File: config.mk
export PLATFORM = sky130hd
export DESIGN_NAME = wb_arb_2x1
export DESIGN_NICKNAME = d
export VERILOG_FILES = /design/src/rtl/wb_arb_pkg.sv /design/src/rtl/mux_2X1_32bit.sv /design/src/rtl/wb_arb_2x1.sv
export SDC_FILE = /design/constraint.sdc
export NUM_CORES = 1
export LEC_CHECK = 0
export ABC_AREA = 1
export CORE_ASPECT_RATIO = 1.75
export CORE_MARGIN = 1
export CORE_UTILIZATION = 42
export DETAILED_ROUTE_END_ITERATION = 8
export GPL_TIMING_DRIVEN = 0
export PLACE_DENSITY = 0.82
export SLEW_MARGIN = 10
export SYNTH_ARGS = -nofsm -noshare
export SYNTH_HDL_FRONTEND = slang
export SYNTH_SLANG_ARGS = --single-unit
File: constraint.sdc
create_clock -name clk -period 3.9 [get_ports clk]
set_input_delay 0.78 -clock clk [delete_from_list [all_inputs] [get_ports clk]]
set_output_delay 0.78 -clock clk [all_outputs]
set_load 0.01 [all_outputs]
File: src/rtl/wb_arb_pkg.sv
// Shared types and constants for the two-requester write-back arbiter.
// Holds the default index width, the registered entry layout and the source codes.
package wb_arb_pkg;

   localparam int RD_W_DEF = 5;

   localparam logic SRC_INT = 1'b0;
   localparam logic SRC_FP  = 1'b1;

   typedef struct packed {
      logic [31:0]         data;
      logic [RD_W_DEF-1:0] rd;
      logic                src;
   } wb_entry_t;

   typedef enum logic {
      ST_EMPTY = 1'b0,
      ST_FULL  = 1'b1
   } wb_state_t;

endpackage

File: src/rtl/mux_2X1_32bit.sv
// Shared 2:1 32-bit select component; i_sel = 0 picks i_a, i_sel = 1 picks i_b.
module mux_2X1_32bit (
   input  logic [31:0] i_a,
   input  logic [31:0] i_b,
   input  logic        i_sel,
   output logic [31:0] o_y
);

   assign o_y = i_sel ? i_b : i_a;

endmodule

File: src/rtl/wb_arb_2x1.sv
// Two-requester write-back arbiter feeding one register-file write port through a single entry.
// Round-robin between the integer ALU and FP unit; define WB_ARB_FIXED_PRIO_EN to always favour FP.
module wb_arb_2x1
   import wb_arb_pkg::*;
#(
   parameter int RD_W = RD_W_DEF
) (
   input  logic            clk,
   input  logic            rst,
   input  logic            req0_valid,
   input  logic [31:0]     req0_data,
   input  logic [RD_W-1:0] req0_rd,
   output logic            req0_ready,
   input  logic            req1_valid,
   input  logic [31:0]     req1_data,
   input  logic [RD_W-1:0] req1_rd,
   output logic            req1_ready,
   output logic            wb_valid,
   input  logic            wb_ready,
   output logic [31:0]     wb_data,
   output logic [RD_W-1:0] wb_rd,
   output logic            wb_src
);

   // The entry layout is fixed by the package, so the index width must match it.
   if (RD_W != RD_W_DEF) begin : g_bad_rd_w
      $error("wb_arb_2x1: RD_W must equal wb_arb_pkg::RD_W_DEF");
   end

   wb_state_t       r_state;
   wb_state_t       w_state_nxt;
   wb_entry_t       r_entry;
   logic            w_load_en;
   logic            w_grant;
   logic            w_xfer;
   logic            w_keep;
   logic [31:0]     w_sel_data;
   logic [RD_W-1:0] w_sel_rd;
`ifndef WB_ARB_FIXED_PRIO_EN
   logic            r_last_grant;
`endif

   // NOTE: combinational blocks assign a default first so no path leaves a latch behind.
   always_comb begin
      w_grant = SRC_INT;
      if (req0_valid && req1_valid)
`ifdef WB_ARB_FIXED_PRIO_EN
         w_grant = SRC_FP;
`else
         w_grant = ~r_last_grant;
`endif
      else if (req1_valid)
         w_grant = SRC_FP;
   end

   assign w_load_en  = !wb_valid | (wb_valid & wb_ready);
   assign req0_ready = !rst & w_load_en & req0_valid & (w_grant == SRC_INT);
   assign req1_ready = !rst & w_load_en & req1_valid & (w_grant == SRC_FP);
   assign w_xfer     = req0_ready | req1_ready;

   mux_2X1_32bit u_data_mux (
      .i_a   (req0_data),
      .i_b   (req1_data),
      .i_sel (w_grant),
      .o_y   (w_sel_data)
   );

   assign w_sel_rd = w_grant ? req1_rd : req0_rd;
   // Writes to index 0 are consumed from the requester but never reach the register file.
   assign w_keep   = w_xfer & (w_sel_rd != '0);

   // NOTE: clocked state uses non-blocking assignments so every register samples pre-edge values.
   always_ff @(posedge clk) begin
      if (rst) r_state <= ST_EMPTY;
      else     r_state <= w_state_nxt;
   end

   always_comb begin
      w_state_nxt = r_state;
      if (w_load_en) w_state_nxt = w_keep ? ST_FULL : ST_EMPTY;
   end

   always_comb begin
      wb_valid = (r_state == ST_FULL);
   end

   // NOTE: the entry is cleared on reset so the write port sees defined data, not just a low valid.
   always_ff @(posedge clk) begin
      if (rst)         r_entry <= '0;
      else if (w_keep) r_entry <= '{data: w_sel_data, rd: w_sel_rd, src: w_grant};
   end

`ifndef WB_ARB_FIXED_PRIO_EN
   always_ff @(posedge clk) begin
      if (rst)         r_last_grant <= SRC_FP;
      else if (w_xfer) r_last_grant <= w_grant;
   end
`endif

   assign wb_data = r_entry.data;
   assign wb_rd   = r_entry.rd;
   assign wb_src  = r_entry.src;

endmodule

# Word level (Yosys, flattened, before mapping)

Cells that the tools add are included.

Logic and storage cells: 25
Bits in registers: 40
Output and inout bits: 41
Input bits: 79

Bitwise logic cells: 11
Reductions and logical operators: 4
Muxes and demuxes: 5

Operators with widths:

| cell                | count |
|---|---|
| $mux W32            | 1 |
| $and A1 B1 Y1       | 7 |
| $mux W5             | 1 |
| $reduce_bool A5 Y1  | 1 |
| $mux W1             | 3 |
| $logic_not A1 Y1    | 2 |
| $not A1 Y1          | 2 |
| $or A1 B1 Y1        | 2 |
| $logic_and A1 B1 Y1 | 1 |

# Depth between registers and ports, before layout

Depth after elaboration: 8
Mapped depth: 12
Mapped depth without buffers: 10

# By module

A second synthesis with hierarchy kept.

Cell total of the unflattened synthesis: 351
Area total of the unflattened synthesis: 2407.3 um2

By module, submodules not included:

| module        | sequential area each (um2) | cells each | area each (um2) | instances |
|---|---|---|---|---|
| wb_arb_2x1    | 800.8                      | 247        | 1915.6          | 1 |
| mux_2X1_32bit | 0.0                        | 104        | 491.7           | 1 |

# Worst setup path after synthesis

No wires, ideal clock.

Path kind: input to output
Start point: input port req0_valid
End point: output port req1_ready
Setup slack: 1.599 ns
Data arrival time: 1.521 ns
Cell stages on the path: 5
Buffers on the path: 2
Data required time: 3.120 ns
Cell sequence: nand2_2 nand2_2 buf_6 clkbuf_1 nor2_1

Cells in the longest elaborated chain, start to end: 3

RTL lines:

| element             | RTL line         | RTL |
|---|---|---|
| start, declared     | wb_arb_2x1.sv:10 | `input logic req0_valid,` |
| $logic_and A1 B1 Y1 | wb_arb_2x1.sv:46 | `if (req0_valid && req1_valid)` |
| $mux W1             | wb_arb_2x1.sv:46 |  |
| $and A1 B1 Y1       | wb_arb_2x1.sv:58 | `assign req1_ready = !rst & w_load_en & req1_valid & (w_grant == SRC_FP);` |
| end, declared       | wb_arb_2x1.sv:17 | `output logic req1_ready,` |

Every way passes these cells.

# Final worst setup path

Start point: input port req0_valid
End point: output port req0_ready

Cells in the longest elaborated chain, start to end: 4
Elaborated cells between the ends (all ways): 5
Classes of those cells: mux: 1; bitwise: 3; reduce/logical: 1

RTL lines:

| element             | RTL line         | RTL |
|---|---|---|
| $logic_and A1 B1 Y1 | wb_arb_2x1.sv:46 |  |
| $mux W1             | wb_arb_2x1.sv:46 |  |
| $not A1 Y1          | wb_arb_2x1.sv:57 | `assign req0_ready = !rst & w_load_en & req0_valid & (w_grant == SRC_INT);` |
| $and A1 B1 Y1 (*)   | wb_arb_2x1.sv:57 |  |
| end, declared       | wb_arb_2x1.sv:13 | `output logic req0_ready,` |

Mark *: on every way between the ends. The rest lies on a longest branch, timed or not.

==> run metrics <==
run status finished, final reports clean; Net Count, Synth 429; Wirelength per Cell around 12 um; Multi-input gate area 0.00121 mm2; clock sink total 40; clock latency on the worst-skew pair between 0.2 and 0.3 ns; Overflow after GRT 0; fill cell count about 460; YS warnings 0; Final nets 555; max_cap viols 0; die area 0.00549 mm2; design area 0.00353 mm2; met1 Track Usage GR 0.224; Critical Path RT between 3 and 4 ns; M3 GR Usage 0.0453; Slew HR 0.698; initial antenna violation count 0; clock slew at reported path FFs 0.07 ns; unrepaired setup endpoints after global routing false; Power Dens Cells roughly 310 mW/mm2; Pleak 0.00163 uW; Max Slew Vio Count 0; endpoint type of the worst setup path output pin; gpl congestion about 0.83; final cycle utilization of the critical path 0.873; Post-DP HPWL 4.89 mm; first-pass GRT wire length 10.4 mm; Final Hold Violating Endpoints 0; routed vias about 2600; Post-Synthesis Cells between 300 and 400; antenna viol nets, final 0; Worst-Margin Slew approximately 0.45 ns; Post-Place Cells 523; H-tree depth 2; CTS resizes 0; P&R area growth vs syn 61.9%; largest net degree at the start of global routing 12; Max Clock Freq 294 MHz; worst vdd ir 0.000259 V; most common cell after layout, fill and taps aside nand2_1; Root Buffer clkbuf_8; FF/Latch Area 801 um2; TritonCTS clock tree yes; # setup viols final 0; CP Max Fanout 10; sequential element share of the synthesized area 0.367; vias in the first global route about 2500; minimum clock period roughly 3.4 ns; # Post-CTS Setup Buffers 0; core area 0.00498 mm2; Cell variety after synth 21; initial drt markers 44; cts hold-fix bufs 0; CP Launch Type input port; Total GRT Usage 0.235; Yosys reg bits 40; layout cells sized above 1 0.0524; GR peak layer met2; Syn Std Cell Area 0.00218 mm2; IO Port Bufs 119; Fin Setup TNS 0 ns; diode count 0; final cell count without fillers 531; Initial Util 0.438; Setup CP Type input port to output pin; DP Area 0.00344 mm2; io pins 120; final wirelength 6.22 mm; die span in y roughly 100 um; clk buf depth 2; drt drc 0; fin util 0.709; met2 GRT Util 0.451; Die W 56.5 um; vias per cell 4.82; most frequent cells in the layout nand2_1, clkdlybuf4s50_1, nor2_1; CTS Buf Count 5; Mean Syn Cell Area 6.23 um2; WP data arrival ~2.6 ns; std cell rows 34; Final Skew between 0.005 and 0.006 ns; DR pass1 iterations 4; HP Class flip-flop to flip-flop
-- final cells by class --
class,instances,area share
Inverter,16,0.0170
Sequential cell,40,0.227
Clock buffer,8,0.0255
Timing Repair Buffer,119,0.338
Tap cell,54,0.0191
Buffer,19,0.0319
Multi-Input combinational cell,275,0.342
-- cell usage after synthesis --
cell	n	area share
nand3_1	6	0.014
buf_1	1	0.0017
nor2_1	71	0.12
inv_2	4	0.0069
buf_6	4	0.021
o21ai_0	1	0.0023
inv_1	11	0.019
clkinv_1	1	0.0017
nand3b_1	34	0.12
o21bai_4	1	0.0086
buf_2	3	0.0069
a21oi_1	6	0.014
clkbuf_1	9	0.015
nor3_1	1	0.0023
nand2_2	3	0.0086
nand2_1	149	0.26
nor2_2	1	0.0029
o21ai_1	1	0.0023
dfxtp_1	40	0.37
buf_4	2	0.0069
or2_2	1	0.0029
-- critical path, cell delays in order --
cell and delay [ns]:
clkdlybuf4s50_1 0.51, nand2_2 0.11, nand2_2 0.11, inv_2 0.09
clkbuf_1 0.23, nor3_1 0.22, clkdlybuf4s50_1 0.57
-- metal layers --
metal	wire (um)	part of all wire
met1	2320	0.37
met2	3320	0.53
met3	309	0.050
met4	265	0.043
met5	0	0
-- cell families after synthesis --
family,Yosys count,share of synthesized area
DFF,40,0.367
AOI/OAI and AO/OA,9,0.0270
buffers and inverters,35,0.0792
and+or+nand+nor,266,0.526
-- power by group --
group,leakage [uW],internal (uW),switching (uW)
Clock,0.0000455,144,136
Sequential,0.000331,445,18.0
Combinational,0.00125,198,153
-- path summary, 6_finish.rpt --
kind                                                 from  slack, ns                 endpoint  cells after the start
worst max-delay path                           req0_valid       0.49               req0_ready                      7
worst min-delay path                  wb_src$_SDFFE_PP0P_       0.47      wb_src$_SDFFE_PP0P_                      2
worst max register to register  r_last_grant$_SDFFE_PP1P_       2.12  wb_data[2]$_SDFFE_PP0P_                     11
worst min register to register        wb_src$_SDFFE_PP0P_       0.47      wb_src$_SDFFE_PP0P_                      2
-- flip-flops by register name, summed over array words and instances, names as in the netlist --
signal	count
wb_src	1
r_last_grant	1
wb_data	32
wb_valid	1
wb_rd	5
-- metrics by stage --
step / hold slack (ns) / setup WS [ns] / power, uW
after detailed placement: 0.458 / 0.488 / 823
final: 0.470 / 0.493 / 1090
after global routing: 0.494 / 0.315 / 1160
after CTS: 0.474 / 0.475 / 1100
after global placement: 0.452 / 0.491 / 817
after floorplan: 0.454 / 1.60 / 638
Note: power is estimated with default switching activity, not from simulation.
